--- src/rtl/rdcntrl_gen_pkg.sv ---
// Shared types and helpers for the CFEB readout-control block.
package rdcntrl_gen_pkg;

    // Descriptor push FSM states.
    typedef enum logic [1:0] {
        ST_IDLE   = 2'd0,
        ST_ARMED  = 2'd1,
        ST_COMMIT = 2'd2
    } push_state_t;

    // Width-independent part of a readout descriptor; the parametrised
    // block address and position vector are wrapped around it in the top.
    typedef struct packed {
        logic scnd;   // continuation of a trigger from an earlier block
        logic shr;    // block also carries a new match of its own
    } desc_flags_t;

    // Ceiling log2, usable in constant expressions.
    function automatic int clog2(input int value);
        int result;
        result = 0;
        for (int i = 0; i < 31; i++) begin
            if ((1 << i) < value) begin
                result = i + 1;
            end
        end
        return result;
    endfunction

endpackage

--- src/rtl/rdcntrl_gen_fifo.sv ---
// First-word-fall-through FIFO with full/empty flags. The head word is
// visible the cycle after it is written; a pop on an empty FIFO is ignored
// and a push while full is only accepted when a pop frees a slot the same
// cycle. dout reads as zero while empty so the outputs are clean at reset.
module rdcntrl_fifo
    import rdcntrl_gen_pkg::*;
#(
    parameter int W     = 8,
    parameter int DEPTH = 4
) (
    input  logic         clk,
    input  logic         rst_n,
    input  logic         push,
    input  logic [W-1:0] din,
    input  logic         pop,
    output logic [W-1:0] dout,
    output logic         empty,
    output logic         full
);
    localparam int AW = clog2(DEPTH);

    logic [AW:0]  wr_ptr_reg;
    logic [AW:0]  rd_ptr_reg;
    logic [W-1:0] mem_reg [DEPTH];
    logic         do_pop;
    logic         do_push;

    assign empty   = (wr_ptr_reg == rd_ptr_reg);
    assign full    = (wr_ptr_reg[AW-1:0] == rd_ptr_reg[AW-1:0]) &&
                     (wr_ptr_reg[AW] != rd_ptr_reg[AW]);
    assign do_pop  = pop & ~empty;
    assign do_push = push & (~full | do_pop);
    assign dout    = empty ? '0 : mem_reg[rd_ptr_reg[AW-1:0]];

    // Pointer update; the extra MSB distinguishes full from empty.
    always_ff @(posedge clk or negedge rst_n) begin
        if (!rst_n) begin
            wr_ptr_reg <= '0;
            rd_ptr_reg <= '0;
        end else begin
            if (do_push) wr_ptr_reg <= wr_ptr_reg + 1'b1;
            if (do_pop)  rd_ptr_reg <= rd_ptr_reg + 1'b1;
        end
    end

    // Storage write; contents need no reset because dout is masked when empty.
    always_ff @(posedge clk) begin
        if (do_push) mem_reg[wr_ptr_reg[AW-1:0]] <= din;
    end

endmodule

--- src/rtl/rdcntrl_gen.sv ---
// Readout control: matches delayed LCTs against L1A inside a programmable
// window, tracks per-block match history and queues readout descriptors and
// L1A numbers for the readout sequencer.
module rdcntrl_gen
    import rdcntrl_gen_pkg::*;
#(
    parameter int DEPTH  = 4,
    parameter int BLK_W  = 4,
    parameter int NPOS   = 8,
    parameter int L1AN_W = 6,
    parameter int NSHR   = 2,
    parameter int DLY_W  = 4
) (
    input  logic              clk,
    input  logic              rst_n,
    input  logic              lct,
    input  logic              l1a,
    input  logic [DLY_W-1:0]  lct_dly,
    input  logic [1:0]        win,
    input  logic              blk_end,
    input  logic [BLK_W-1:0]  blk_id,
    input  logic              slot_adv,
    input  logic              rd_pop,
    input  logic              l1an_pop,
    output logic              dav,
    output logic              nomatch,
    output logic              desc_empty,
    output logic              desc_full,
    output logic [BLK_W-1:0]  desc_blk,
    output logic [NPOS-1:0]   desc_pos,
    output logic              desc_scnd,
    output logic              desc_shr,
    output logic              l1an_empty,
    output logic [L1AN_W-1:0] l1anum,
    output logic              ovf,
    output logic [7:0]        ovf_cnt
);
    localparam int DLY_N  = 1 << DLY_W;
    localparam int SLOT_W = (NPOS > 1) ? clog2(NPOS) : 1;

    typedef struct packed {
        logic [BLK_W-1:0] blk;
        logic [NPOS-1:0]  pos;
        desc_flags_t      flags;
    } desc_t;

    logic [DLY_N-1:0]  dly_line_reg;
    logic [2:0]        win_cnt_reg;
    logic              dav_reg;
    logic              nomatch_reg;
    logic [L1AN_W-1:0] l1a_cnt_reg;
    logic [L1AN_W-1:0] l1an_cap_reg;
    logic [SLOT_W-1:0] slot_reg;
    logic [NPOS-1:0]   pos_reg;
    logic [NSHR-1:0]   hist_reg;
    desc_t             desc_lat_reg;
    push_state_t       state_reg, state_next;
    logic              ovf_reg;
    logic [7:0]        ovf_cnt_reg;

    logic              lct_hit;
    logic              win_open;
    logic              match;
    logic              win_last;
    logic [NSHR-1:0]   hist_eff;
    logic              any_h;
    logic [NPOS-1:0]   pos_eff;
    logic              need_push;
    logic              desc_push;
    logic              desc_drop;
    logic              l1an_full;
    logic              l1an_drop;
    desc_t             desc_head;
    logic [$bits(desc_t)-1:0] desc_dout;

    // Delayed LCT: tap k is the LCT seen k+1 cycles ago, so 0 means next cycle.
    assign lct_hit  = dly_line_reg[lct_dly];
    // win_cnt_reg counts open cycles still to come after the current one.
    assign win_open = lct_hit | (win_cnt_reg != 3'd0);
    assign match    = win_open & l1a;
    assign win_last = win_open & ~l1a &
                      (lct_hit ? (win == 2'd0) : (win_cnt_reg == 3'd1));

    // A DAV in the cycle of BLK_END still belongs to the ending block.
    assign hist_eff  = hist_reg | NSHR'(dav_reg);
    assign any_h     = |(hist_reg >> 1);
    assign pos_eff   = pos_reg | (dav_reg ? (NPOS'(1) << slot_reg) : '0);
    assign need_push = (hist_eff != '0);

    // LCT delay line and match window.
    always_ff @(posedge clk or negedge rst_n) begin
        if (!rst_n) begin
            dly_line_reg <= '0;
            win_cnt_reg  <= '0;
            dav_reg      <= 1'b0;
            nomatch_reg  <= 1'b0;
        end else begin
            dly_line_reg <= {dly_line_reg[DLY_N-2:0], lct};
            if (match)                    win_cnt_reg <= '0;
            else if (lct_hit)             win_cnt_reg <= {1'b0, win};
            else if (win_cnt_reg != 3'd0) win_cnt_reg <= win_cnt_reg - 3'd1;
            dav_reg     <= match;
            nomatch_reg <= win_last;
        end
    end

    // L1A counter and capture of the count belonging to the matched L1A.
    always_ff @(posedge clk or negedge rst_n) begin
        if (!rst_n) begin
            l1a_cnt_reg  <= '0;
            l1an_cap_reg <= '0;
        end else begin
            if (l1a)   l1a_cnt_reg  <= l1a_cnt_reg + L1AN_W'(1);
            if (match) l1an_cap_reg <= l1a_cnt_reg;
        end
    end

    // Per-block slot, position vector and match history; descriptor latch at block end.
    always_ff @(posedge clk or negedge rst_n) begin
        if (!rst_n) begin
            slot_reg     <= '0;
            pos_reg      <= '0;
            hist_reg     <= '0;
            desc_lat_reg <= '0;
        end else if (blk_end) begin
            slot_reg                 <= '0;
            pos_reg                  <= '0;
            hist_reg                 <= hist_eff << 1;
            desc_lat_reg.blk         <= blk_id;
            desc_lat_reg.pos         <= pos_eff;
            desc_lat_reg.flags.scnd  <= any_h;
            desc_lat_reg.flags.shr   <= hist_eff[0] & any_h;
        end else begin
            if (slot_adv) begin
                slot_reg <= (slot_reg == SLOT_W'(NPOS - 1)) ? '0 : slot_reg + SLOT_W'(1);
            end
            pos_reg  <= pos_eff;
            hist_reg <= hist_eff;
        end
    end

    // Push FSM state register.
    always_ff @(posedge clk or negedge rst_n) begin
        if (!rst_n) state_reg <= ST_IDLE;
        else        state_reg <= state_next;
    end

    // Push FSM next state; COMMIT is the single push cycle.
    always_comb begin
        state_next = state_reg;
        desc_push  = 1'b0;
        case (state_reg)
            ST_IDLE: begin
                if (blk_end && need_push) state_next = ST_COMMIT;
                else if (need_push)       state_next = ST_ARMED;
            end
            ST_ARMED: begin
                if (blk_end) state_next = ST_COMMIT;
            end
            ST_COMMIT: begin
                desc_push = 1'b1;
                if (blk_end && need_push) state_next = ST_COMMIT;
                else if (need_push)       state_next = ST_ARMED;
                else                      state_next = ST_IDLE;
            end
            default: state_next = ST_IDLE;
        endcase
    end

    // A pop while full always succeeds, so it rescues the coincident push.
    assign desc_drop = desc_push & desc_full & ~rd_pop;
    assign l1an_drop = dav_reg & l1an_full & ~l1an_pop;

    // Sticky overflow flag and saturating drop counter.
    always_ff @(posedge clk or negedge rst_n) begin
        if (!rst_n) begin
            ovf_reg     <= 1'b0;
            ovf_cnt_reg <= '0;
        end else if (desc_drop || l1an_drop) begin
            ovf_reg <= 1'b1;
            if (ovf_cnt_reg != 8'hFF) ovf_cnt_reg <= ovf_cnt_reg + 8'd1;
        end
    end

    rdcntrl_fifo #(.W($bits(desc_t)), .DEPTH(DEPTH)) u_desc_fifo (
        .clk   (clk),
        .rst_n (rst_n),
        .push  (desc_push),
        .din   (desc_lat_reg),
        .pop   (rd_pop),
        .dout  (desc_dout),
        .empty (desc_empty),
        .full  (desc_full)
    );

    rdcntrl_fifo #(.W(L1AN_W), .DEPTH(DEPTH)) u_l1an_fifo (
        .clk   (clk),
        .rst_n (rst_n),
        .push  (dav_reg),
        .din   (l1an_cap_reg),
        .pop   (l1an_pop),
        .dout  (l1anum),
        .empty (l1an_empty),
        .full  (l1an_full)
    );

    assign desc_head = desc_dout;
    assign desc_blk  = desc_head.blk;
    assign desc_pos  = desc_head.pos;
    assign desc_scnd = desc_head.flags.scnd;
    assign desc_shr  = desc_head.flags.shr;
    assign dav       = dav_reg;
    assign nomatch   = nomatch_reg;
    assign ovf       = ovf_reg;
    assign ovf_cnt   = ovf_cnt_reg;

endmodule

--- config.mk ---
export PLATFORM = sky130hd
export DESIGN_NAME = rdcntrl_gen
export DESIGN_NICKNAME = d
export VERILOG_FILES = /design/src/rtl/rdcntrl_gen_pkg.sv /design/src/rtl/rdcntrl_gen_fifo.sv /design/src/rtl/rdcntrl_gen.sv
export SDC_FILE = /design/constraint.sdc
export NUM_CORES = 1
export LEC_CHECK = 0
export CAP_MARGIN = 10
export CORE_MARGIN = 5
export CORE_UTILIZATION = 50
export DETAILED_ROUTE_END_ITERATION = 8
export PLACE_DENSITY = 0.7
export SLEW_MARGIN = 20
export SYNTH_ARGS = -nofsm -noshare
export SYNTH_HDL_FRONTEND = slang
export SYNTH_HIERARCHICAL = 1
export SYNTH_SLANG_ARGS = --single-unit
--- constraint.sdc ---
create_clock -name clk -period 2.2 [get_ports clk]
set_input_delay 0.44 -clock clk [delete_from_list [all_inputs] [get_ports clk]]
set_output_delay 0.44 -clock clk [all_outputs]
set_load 0.02 [all_outputs]
# After elaboration in Yosys (flattened, before gate mapping)
# Memories as Yosys holds them, arrays and structs flattened.
# Cells that the tools add are included.
word_totals:
  mem_bits_rw: 80
  inputBits: 18
  word_cells: 106
  n_memories: 2
  register_bits: 83
  latchBits: 0
  romBits: 0
memory_table:
  columns: ["name", "words", "width", "read_ports", "rd_clocked_by_memory_dff", "write_ports", "line_no", "rtl"]
  rows:
  - ["u_desc_fifo.mem_reg", 4, 14, 1, 0, 1, "rdcntrl_gen_fifo.sv:24", "logic [W-1:0] mem_reg [DEPTH];"]
  - ["u_l1an_fifo.mem_reg", 4, 6, 1, 0, 1, "rdcntrl_gen_fifo.sv:24", null]
op_classes:
  div: 0
  add_sub_neg: 8
  n_mux: 25
  shifts: 1
  magnitude_cmp: 1
  mul: 0
  reduce_logical: 12
  bitwise_logic: 24
  eq_ne: 13
ops:
  columns: ["cell", "count"]
  rows:
  - ["3-bit 2-to-1 mux", 6]
  - ["8-bit 2-to-1 mux", 2]
  - ["3-bit by 1-bit adder with 3-bit output, second input constant", 5]
  - ["14-bit 2-to-1 mux", 1]
  - ["1-bit AND", 12]
  - ["2-bit 2-to-1 mux", 5]
  - ["8-bit by 1-bit adder with 8-bit output, second input constant", 1]
  - ["1-bit 2-to-1 mux", 8]
  - ["8-bit != test, second input constant", 1]
  - ["8-bit OR", 1]
  - ["1-bit by 3-bit << shifter with 8-bit output, first input constant", 1]
  - ["1-bit inverter", 7]
  - ["6-bit by 1-bit adder with 6-bit output, second input constant", 1]
  - ["3-bit == test", 2]
  - ["6-bit 2-to-1 mux", 1]
  - ["2-bit one-hot mux with 3 select lines", 1]
  - ["3-bit nonzero test", 2]
  - ["4-bit by 5-bit < comparator with 1-bit output, second input constant", 1]
  - ["1-bit binary-select mux with 4-bit select", 1]
  - ["2-bit == test", 2]
  - ["2-bit logical NOT", 2]
  - ["2-bit AND reduction", 2]
  - ["2-bit nonzero test", 2]
  - ["3-bit by 1-bit == test with 1-bit output, second input constant", 1]
  - ["11 further kinds", 16]

# Logic depth before layout (Yosys ltp)
# Gate-level depths: netlist of the first run.
depth:
  word_depth: 7
  mapped_depth: 8
  ltp_nobuf: 7

# By module
# Netlist of the first run, hierarchy kept.
modules_own_cells:
  columns: ["mod", "seq_area_each_um2", "n_inst", "area_each_um2", "cells_per_inst"]
  rows:
  - ["rdcntrl_gen", 1776.7, 1, 2881.5, 232]
  - ["rdcntrl_fifo (u_desc_fifo)", 1831.8, 1, 2578.7, 124]
  - ["rdcntrl_fifo (u_l1an_fifo)", 870.8, 1, 1386.3, 73]

# Least setup slack after synthesis of the first run
# OpenSTA, ideal clock, no wires.
synth_timing:
  path_type: "register to register"
  start: "register u_desc_fifo.rd_ptr_reg[0]"
  end: "register ovf_cnt_reg[5], in the netlist ovf_cnt[5]"
  n_path_buf: 1
  arrival_time_ns: 2.332
  stages_incl_launch_ff: 9
  setup_slack_ns: -0.263
  synth_period_minus_slack_ns: 2.463
  t_required_ns: 2.069
  path_cell_list: "dfrtp_1 buf_4 xor2_4 nor3_1 nor4bb_1 o22ai_1 nor2_1 nand3_1 xnor2_1"
synth_via:
  elab_chain_cells: 6
synth_lines:
  columns: ["item", "line_no", "rtl"]
  rows:
  - ["start, declared", "rdcntrl_gen_fifo.sv:23", "logic [AW:0] rd_ptr_reg;"]
  - ["start signal, assigned", "rdcntrl_gen_fifo.sv:42", "if (do_pop) rd_ptr_reg <= rd_ptr_reg + 1'b1;"]
  - ["2-bit == test", "rdcntrl_gen_fifo.sv:29", "assign full = (wr_ptr_reg[AW-1:0] == rd_ptr_reg[AW-1:0]) &&"]
  - ["1-bit logical AND", "rdcntrl_gen_fifo.sv:29", null]
  - ["named net desc_full", "rdcntrl_gen.sv:28", "output logic desc_full,"]
  - ["1-bit AND (2 in series)", "rdcntrl_gen.sv:171", "assign desc_drop = desc_push & desc_full & ~rd_pop;"]
  - ["1-bit logical OR", "rdcntrl_gen.sv:179", "end else if (desc_drop || l1an_drop) begin"]
  - ["2-bit AND reduction (no source line)", null, null]
  - ["end signal, assigned", "rdcntrl_gen.sv:181", "if (ovf_cnt_reg != 8'hFF) ovf_cnt_reg <= ovf_cnt_reg + 8'd1;"]
  - ["end, declared", "rdcntrl_gen.sv:59", "logic [7:0] ovf_cnt_reg;"]
# The timed path passes the listed nets, and every way through them passes these cells.
# A chain may end at the register's enable or synchronous reset.

# Worst setup path in the final report of the first run
layout_timing:
  start: "register u_desc_fifo.rd_ptr_reg[0]"
  end: "output desc_pos[7]"
layout_via:
  elab_chain_cells: 2
layout_lines:
  columns: ["item", "line_no", "rtl"]
  rows:
  - ["memory read 4 x 14 bit or 3-bit == test (tied branches)", null, null]
  - ["14-bit 2-to-1 mux (*)", "rdcntrl_gen_fifo.sv:33", "assign dout = empty ? '0 : mem_reg[rd_ptr_reg[AW-1:0]];"]
  - ["end, declared", "rdcntrl_gen.sv:30", "output logic [NPOS-1:0] desc_pos,"]
# Every way passes the cells marked *; elsewhere a longest branch is shown, timed or not.

==> results of run 1 <==
metrics by stage:
| step | total power [mW] | cells | TNS [ps] |
|---|---|---|---|
| floorplan | 7.11 | 429 | 0 |
| global placement | 8.91 | 680 | -1290 |
| detailed placement | 9.05 | 680 | -2030 |
| CTS | 12.2 | 717 | -1190 |
| global route | 13.2 | 714 | -2240 |
| finish | 12.5 | 714 | -743 |
area by class of cell:
cell class | instances | area, um2
multi-input combinational | 237 | 2360
tap | 176 | 220
fill | 975 | 4740
sequential | 163 | 4480
timing repair buffer | 91 | 847
inverter | 15 | 56.3
clock buffer | 19 | 433
clock inverter | 13 | 208
final timing paths:
check                                            end  cells past startpoint  slack [ps]                 startpoint
min                                 dly_line_reg[15]                      0         370           dly_line_reg[14]
max reg2reg                u_desc_fifo/mem_reg[1][6]                      6          50  u_desc_fifo/rd_ptr_reg[0]
min reg2reg                         dly_line_reg[15]                      0         370           dly_line_reg[14]
max                                      desc_pos[7]                      4         -70  u_desc_fifo/rd_ptr_reg[0]
min in group asynchronous                 ovf_cnt[7]                      2         480                      rst_n
max in group asynchronous  u_l1an_fifo/rd_ptr_reg[0]                      3        1060                      rst_n
synth_stat cells, types with 2 or more instances:
cell type / count / area (um2)
edfxtp_1: 80 / 2400
inv_1: 15 / 56.3
nor2_1: 28 / 105
nand4_1: 4 / 25.0
xor2_1: 6 / 52.6
ha_1: 21 / 263
o41ai_2: 4 / 65.1
nand3_1: 7 / 35.0
and2_1: 2 / 12.5
o311ai_1: 2 / 17.5
mux2i_1: 7 / 70.1
nor3_2: 2 / 20.0
mux2_1: 3 / 33.8
mux2_2: 12 / 135
a21oi_1: 17 / 85.1
nor3_1: 4 / 20.0
o31ai_2: 2 / 25.0
nand3b_1: 2 / 15.0
xnor2_1: 19 / 166
buf_6: 3 / 33.8
or3_1: 2 / 12.5
a221oi_1: 2 / 17.5
a31oi_1: 4 / 25.0
and3_1: 8 / 50.1
mux4_1: 4 / 105
clkbuf_1: 6 / 22.5
buf_4: 3 / 22.5
nand2_1: 9 / 33.8
nor2b_1: 24 / 150
or4_4: 2 / 22.5
o21ai_0: 2 / 10.0
xor2_4: 4 / 110
o211ai_1: 2 / 15.0
dfrtp_1: 83 / 2080
mux4_2: 17 / 383
logic make-up after synthesis:
group / synth area share (%)
XOR/XNOR: 4.81
flip-flops: 65.4
AO/OA/AOI/OAI: 4.81
adder cells (fa/ha/maj): 3.84
multiplexers: 10.6
AND/OR/NAND/NOR: 8.39
buffers and inverters: 2.12
timing repair:
action                                 in CTS  in global routing
gates resized for setup                   118                 41
endpoints found under the hold margin      23                  0
hold buffers                                1                  0
buffers inserted                            3                  0
gates cloned                                1                  0
pin swaps                                   1                  8
setup endpoints to repair                  26                 70
metal layers:
metal | GRT usage [%] | vias up | part of all wire, %
met5 | 0 | - | 0
met4 | 5.87 | 0 | 1.2
met3 | 3.71 | 11 | 3.6
met2 | 27.4 | 67 | 52
met1 | 21.5 | 1887 | 43
li1 | - | 1775 | -
power by group through the flow:
stage                     logic, mW  clock network (mW)  registers [mW]
after detailed placement       4.61                   0            4.43
after global routing           5.37                3.36            4.50
after global placement         4.51                   0            4.40
after CTS                      4.59                3.22            4.42
final                          4.96                3.15            4.41
after floorplan                2.74                   0            4.37
==> results.md, run 1 <==
- Post-Syn Nets: 468
- H-tree levels: 4
- Max reg flops: 56
- Starting Density: 51.3%
- Crit share post-route: 103%
- Gr ovfl total: 0
- Sequential area share after synthesis: about two thirds
- Clock power share: between 20% and 30%
- Core Util, Final: 64.5%
- Most used cell, CP: buf_6
- Worst path arrival time: 1830 ps
- Site Rows: 42
- Final instance area: 8610 um2
- Violated checks: negative setup slack
- CTS tree: built
- ANT cells: 0
- CTS clk-pin slew, worst paths: 60 ps
- Synth Instances: 429
- Post-DP HPWL: just under 8000 um
- Most common cell after layout, fill and taps aside: dfrtp_1
- Switch share: about a third
- Critical path's top delay family: multiplexers
- Post-place instance area: a little under 8000 um2
- Final hold slack: 372 ps
- Fmax: 441 MHz
- Switching pwr: 4.07 mW
- Clk_lat worst skew: 410 ps
- Top FF cell, synth: dfrtp_1
- Die height: between 100 and 150 um
- Crit-path slowest cell: mux4_2
- VDD IR max: 0.000591 V
- Die width: approximately 130 um
- CP max FO: 6
- Total power divided by cell area: 1450 nW/um2
- Vias in the first global route: 3983
- Fin. max-slew vios: 0
- Initial DRC Count: roughly 190
- FF+latch count, synth: 163
- Largest net degree at the start of global routing: 61
- Area grow syn2layout: 25.8%
- Initial antenna violation count: 0
- Clock skew: between 7 and 8 ps
- Min Clock Period, post-route: roughly 2300 ps
- Final hold vios: 0
- Final layout net count: 564
- Clock tree sinks: 163
- Ys Warns: 6
- GR Util All Layers: between 10% and 20%
- Most frequent cells in the layout: 81 x dfrtp_1, 80 x edfxtp_1, 32 x buf_4
- First-pass GRT wire length: 20700 um
- Synth Area per Inst: approximately 16 um2
- Clock Tree Buf Depth: 2
- EDFF count, synth: 80
- Crit path buffers/inverters: 2
- Drt total wl: 12300 um
- DR WL/cell: 17.2 um
- Root buffer cell: clkbuf_16
- MaxCap Viol Count: 0
- Max incr delay on CP: between 500 and 600 ps
- Crit-path cells: buf_6 > mux4_2 > nor2b_4 > buf_6
- Comb power frac: between 30 and 40%
- I/O Buffers: 51
- Core area: 13300 um2
- # setup viols final: 16
- Share of synthesized registers carrying an async set or reset: 50.9%
- Setup WS post-layout: -69.3 ps
- Critical path class: reg -> out
- Fraction of layout cells with a size suffix above 1: 31.0%
- Worst EP required: 1760 ps
- Die area: 16100 um2
- Dpl ws: -267 ps
- RSZ-0062 raised after global routing: yes
- Leak: 3.48 nW
- Max-slew headroom: between 60 and 70%
- Vias post-DR: 3740
- Pint: 8.45 mW
- CTS Buf Count: 17
- Post-synthesis cell type count: 52
- DRC: 0
- Status: finished, violations left
- Mapped cell area: 6850 um2
- Worst hold path class: reg -> reg
- CP Capture Type: output pin
- Routed Antenna Nets: 0
- Final RePlAce weighted congestion: roughly 0.80
- Worst Tran Pin Value: 463 ps
- First-pass iteration count of the detailed router: 4
- Vias/cell: ~5.2
- Reg power frac: between 30% and 40%
- Io pins: 52
- CP startpoint kind: register
(Power assumes the default switching activity.)
==> run 2, diff against run 1 <==
--- a/config.mk
+++ b/config.mk
@@ -8,6 +8,7 @@
 export CAP_MARGIN = 10
 export CORE_MARGIN = 5
 export CORE_UTILIZATION = 50
+export CTS_BUF_LIST = sky130_fd_sc_hd__clkbuf_8 sky130_fd_sc_hd__clkbuf_16
 export DETAILED_ROUTE_END_ITERATION = 8
 export PLACE_DENSITY = 0.7
 export SLEW_MARGIN = 20
==> run 2 against run 1 <==
Against the previous run: the run still ends with negative setup slack left; final cell count did not move; critical path depth stayed put; hold slack is essentially flat; total power about the same; sequential share of layout area unchanged; utilization unchanged; non-clock buffer count is the same; sequential cell count unchanged; die area stayed put; critical endpoint unchanged; largest cell class unchanged; highest routed layer unchanged.
==> results.md, run 2 (synthesis gave the netlist of run 1 again) <==
- Critical path class: reg -> out
- Worst R2R Setup Slack: 50 ps
- Worst path arrival time: 1830 ps
- # setup viols final: 16
- H-tree levels: 4
- Vias post-DR: 3740
- Fin. max-slew vios: 0
- GR Util All Layers: 16.5%
- Violated checks: negative setup slack
- Site Rows: 42
- Hold wc startpoint: dly_line_reg[14]
- Total power divided by cell area: 1450 nW/um2
- Initial antenna violation count: 0
- Final hold vios: 0
- Fill count: 975
- Clk_lat worst skew: just over 400 ps
- Max-slew headroom: a little under 70%
- Most frequent cells in the layout: 81 x dfrtp_1, 80 x edfxtp_1, 32 x buf_4
- Crit-path slowest cell: mux4_2
- Clock power share: 25.1%
- Initial DRC Count: around 190
- CTS Buf Count: 17
- Dpl ws: -267 ps
- Multi-input gate area: 2360 um2
- CTS tree: built
- I/O Buffers: 51
- Io pins: 52
- MaxCap Viol Count: 0
- Clock tree sinks: between 150 and 200
- Switching pwr: approximately 4 mW
- Fraction of layout cells with a size suffix above 1: 31.0%
- Gr ovfl total: 0
- DRC: 0
- Vias/cell: 5.24
- Root buffer cell: clkbuf_16
- CP startpoint kind: register
- RSZ-0062 raised after global routing: yes
- Comb power frac: 39.7%
- Max reg flops: 56
- CTS clk-pin slew, worst paths: 60 ps
- Reg area: 4480 um2
- Final std cells w/o fill: approximately 710
- VDD IR max: 0.000591 V
- Reg power frac: 35.3%
- Final layout net count: 564
- Crit-path cells: buf_6 > mux4_2 > nor2b_4 > buf_6
- Area grow syn2layout: 25.8%
- Critical path's top delay family: multiplexers
- Worst hold path class: reg -> reg
- Final RePlAce weighted congestion: 0.801
- Switch share: 32.6%
- First-pass iteration count of the detailed router: 4
- First-pass GRT wire length: between 20000 and 25000 um
- RR Startpoint: u_desc_fifo/rd_ptr_reg[0]
- Leak: 3.48 nW
- Worst Tran Pin Value: 463 ps
- Min Clock Period, post-route: 2270 ps
- Post-place instance area: about 7900 um2
- Post-placement cell count: 680
- Status: finished, violations left
- Die height: approximately 130 um
- Core area: 13300 um2
- Crit path buffers/inverters: 2
- Starting Density: 51.3%
- Clock skew: 7.04 ps
- Vias in the first global route: around 4000
- Final instance area: approximately 8600 um2
- Die width: 127 um
- Largest net degree at the start of global routing: 61
- DR WL/cell: 17.2 um
- Clock Tree Buf Depth: 2
- Core Util, Final: 64.5%
- Most common cell after layout, fill and taps aside: dfrtp_1
- Most used cell, CP: buf_6
- Pint: 8.44 mW
- Post-DP HPWL: 7960 um
- Die area: ~16000 um2
- Fmax: 441 MHz
- Routed Antenna Nets: 0
- Drt total wl: 12300 um
- CP Capture Type: output pin
- Worst EP required: between 1500 and 2000 ps
- Total power: between 10 and 15 mW
- Setup WS post-layout: -69.3 ps
- Max incr delay on CP: 530 ps
- ANT cells: 0
- Worst Setup SP: u_desc_fifo/rd_ptr_reg[0]
- CP max FO: 6
- Crit share post-route: 103%
## run 2: cell types whose count changed in the layout (fill, tap and decap cells not counted), sizes merged
| cell | before | now |
|---|---|---|
| inv | 16 | 18 |
| clkbuf | 20 | 18 |
## run 2: timing repair
action	CTS	global route
setup endpoints to repair	26	70
gates resized for setup	118	41
hold buffers	1	0
setup buffers	3	0
pin swaps	1	8
cloned	1	0
hold endpoints to repair	23	0
## run 2: metrics by stage
| stage | TNS (ps) | hold WS (ps) |
|---|---|---|
| after floorplan | 0 | 144 |
| after global placement | -1290 | 371 |
| after detailed placement | -2030 | 358 |
| after CTS | -1190 | 372 |
| after global routing | -2240 | 394 |
| final | -742 | 372 |
## run 2: layout make-up
type	count	share of cell area, %
Clock buffer	17	4.94
Clock inverter	15	2.50
Inverter	15	0.654
Multi-Input combinational cell	237	27.5
Sequential cell	163	52.0
Tap cell	176	2.56
Timing Repair Buffer	91	9.84
## run 2: worst paths after layout
path	cells after the start	endpoint
min reg2reg	0	dly_line_reg[15]
min in group asynchronous	2	ovf_cnt[7]
min	0	dly_line_reg[15]
max	4	desc_pos[7]
max reg2reg	6	u_desc_fifo/mem_reg[1][6]
max in group asynchronous	3	u_l1an_fifo/rd_ptr_reg[0]
## run 2: layer usage
metal  routed length [um]  up-vias  global-route usage (%)  part of all wire [%]
li1                     -     1775                       -                     -
met1                 5310     1887                    21.5                    43
met2                 6390       67                    27.4                    52
met3                  443       11                    3.71                   3.6
met4                  142        0                    5.87                   1.2
met5                    0        -                       0                     0
## run 2: power by group through the flow
stage | sequential, mW | combinational, mW | clock [mW]
2_1_floorplan | 4.37 | 2.74 | 0
3_3_place_gp | 4.40 | 4.51 | 0
3_5_place_dp | 4.43 | 4.61 | 0
4_1_cts | 4.42 | 4.59 | 3.21
5_1_grt | 4.50 | 5.37 | 3.35
6_report | 4.41 | 4.96 | 3.14
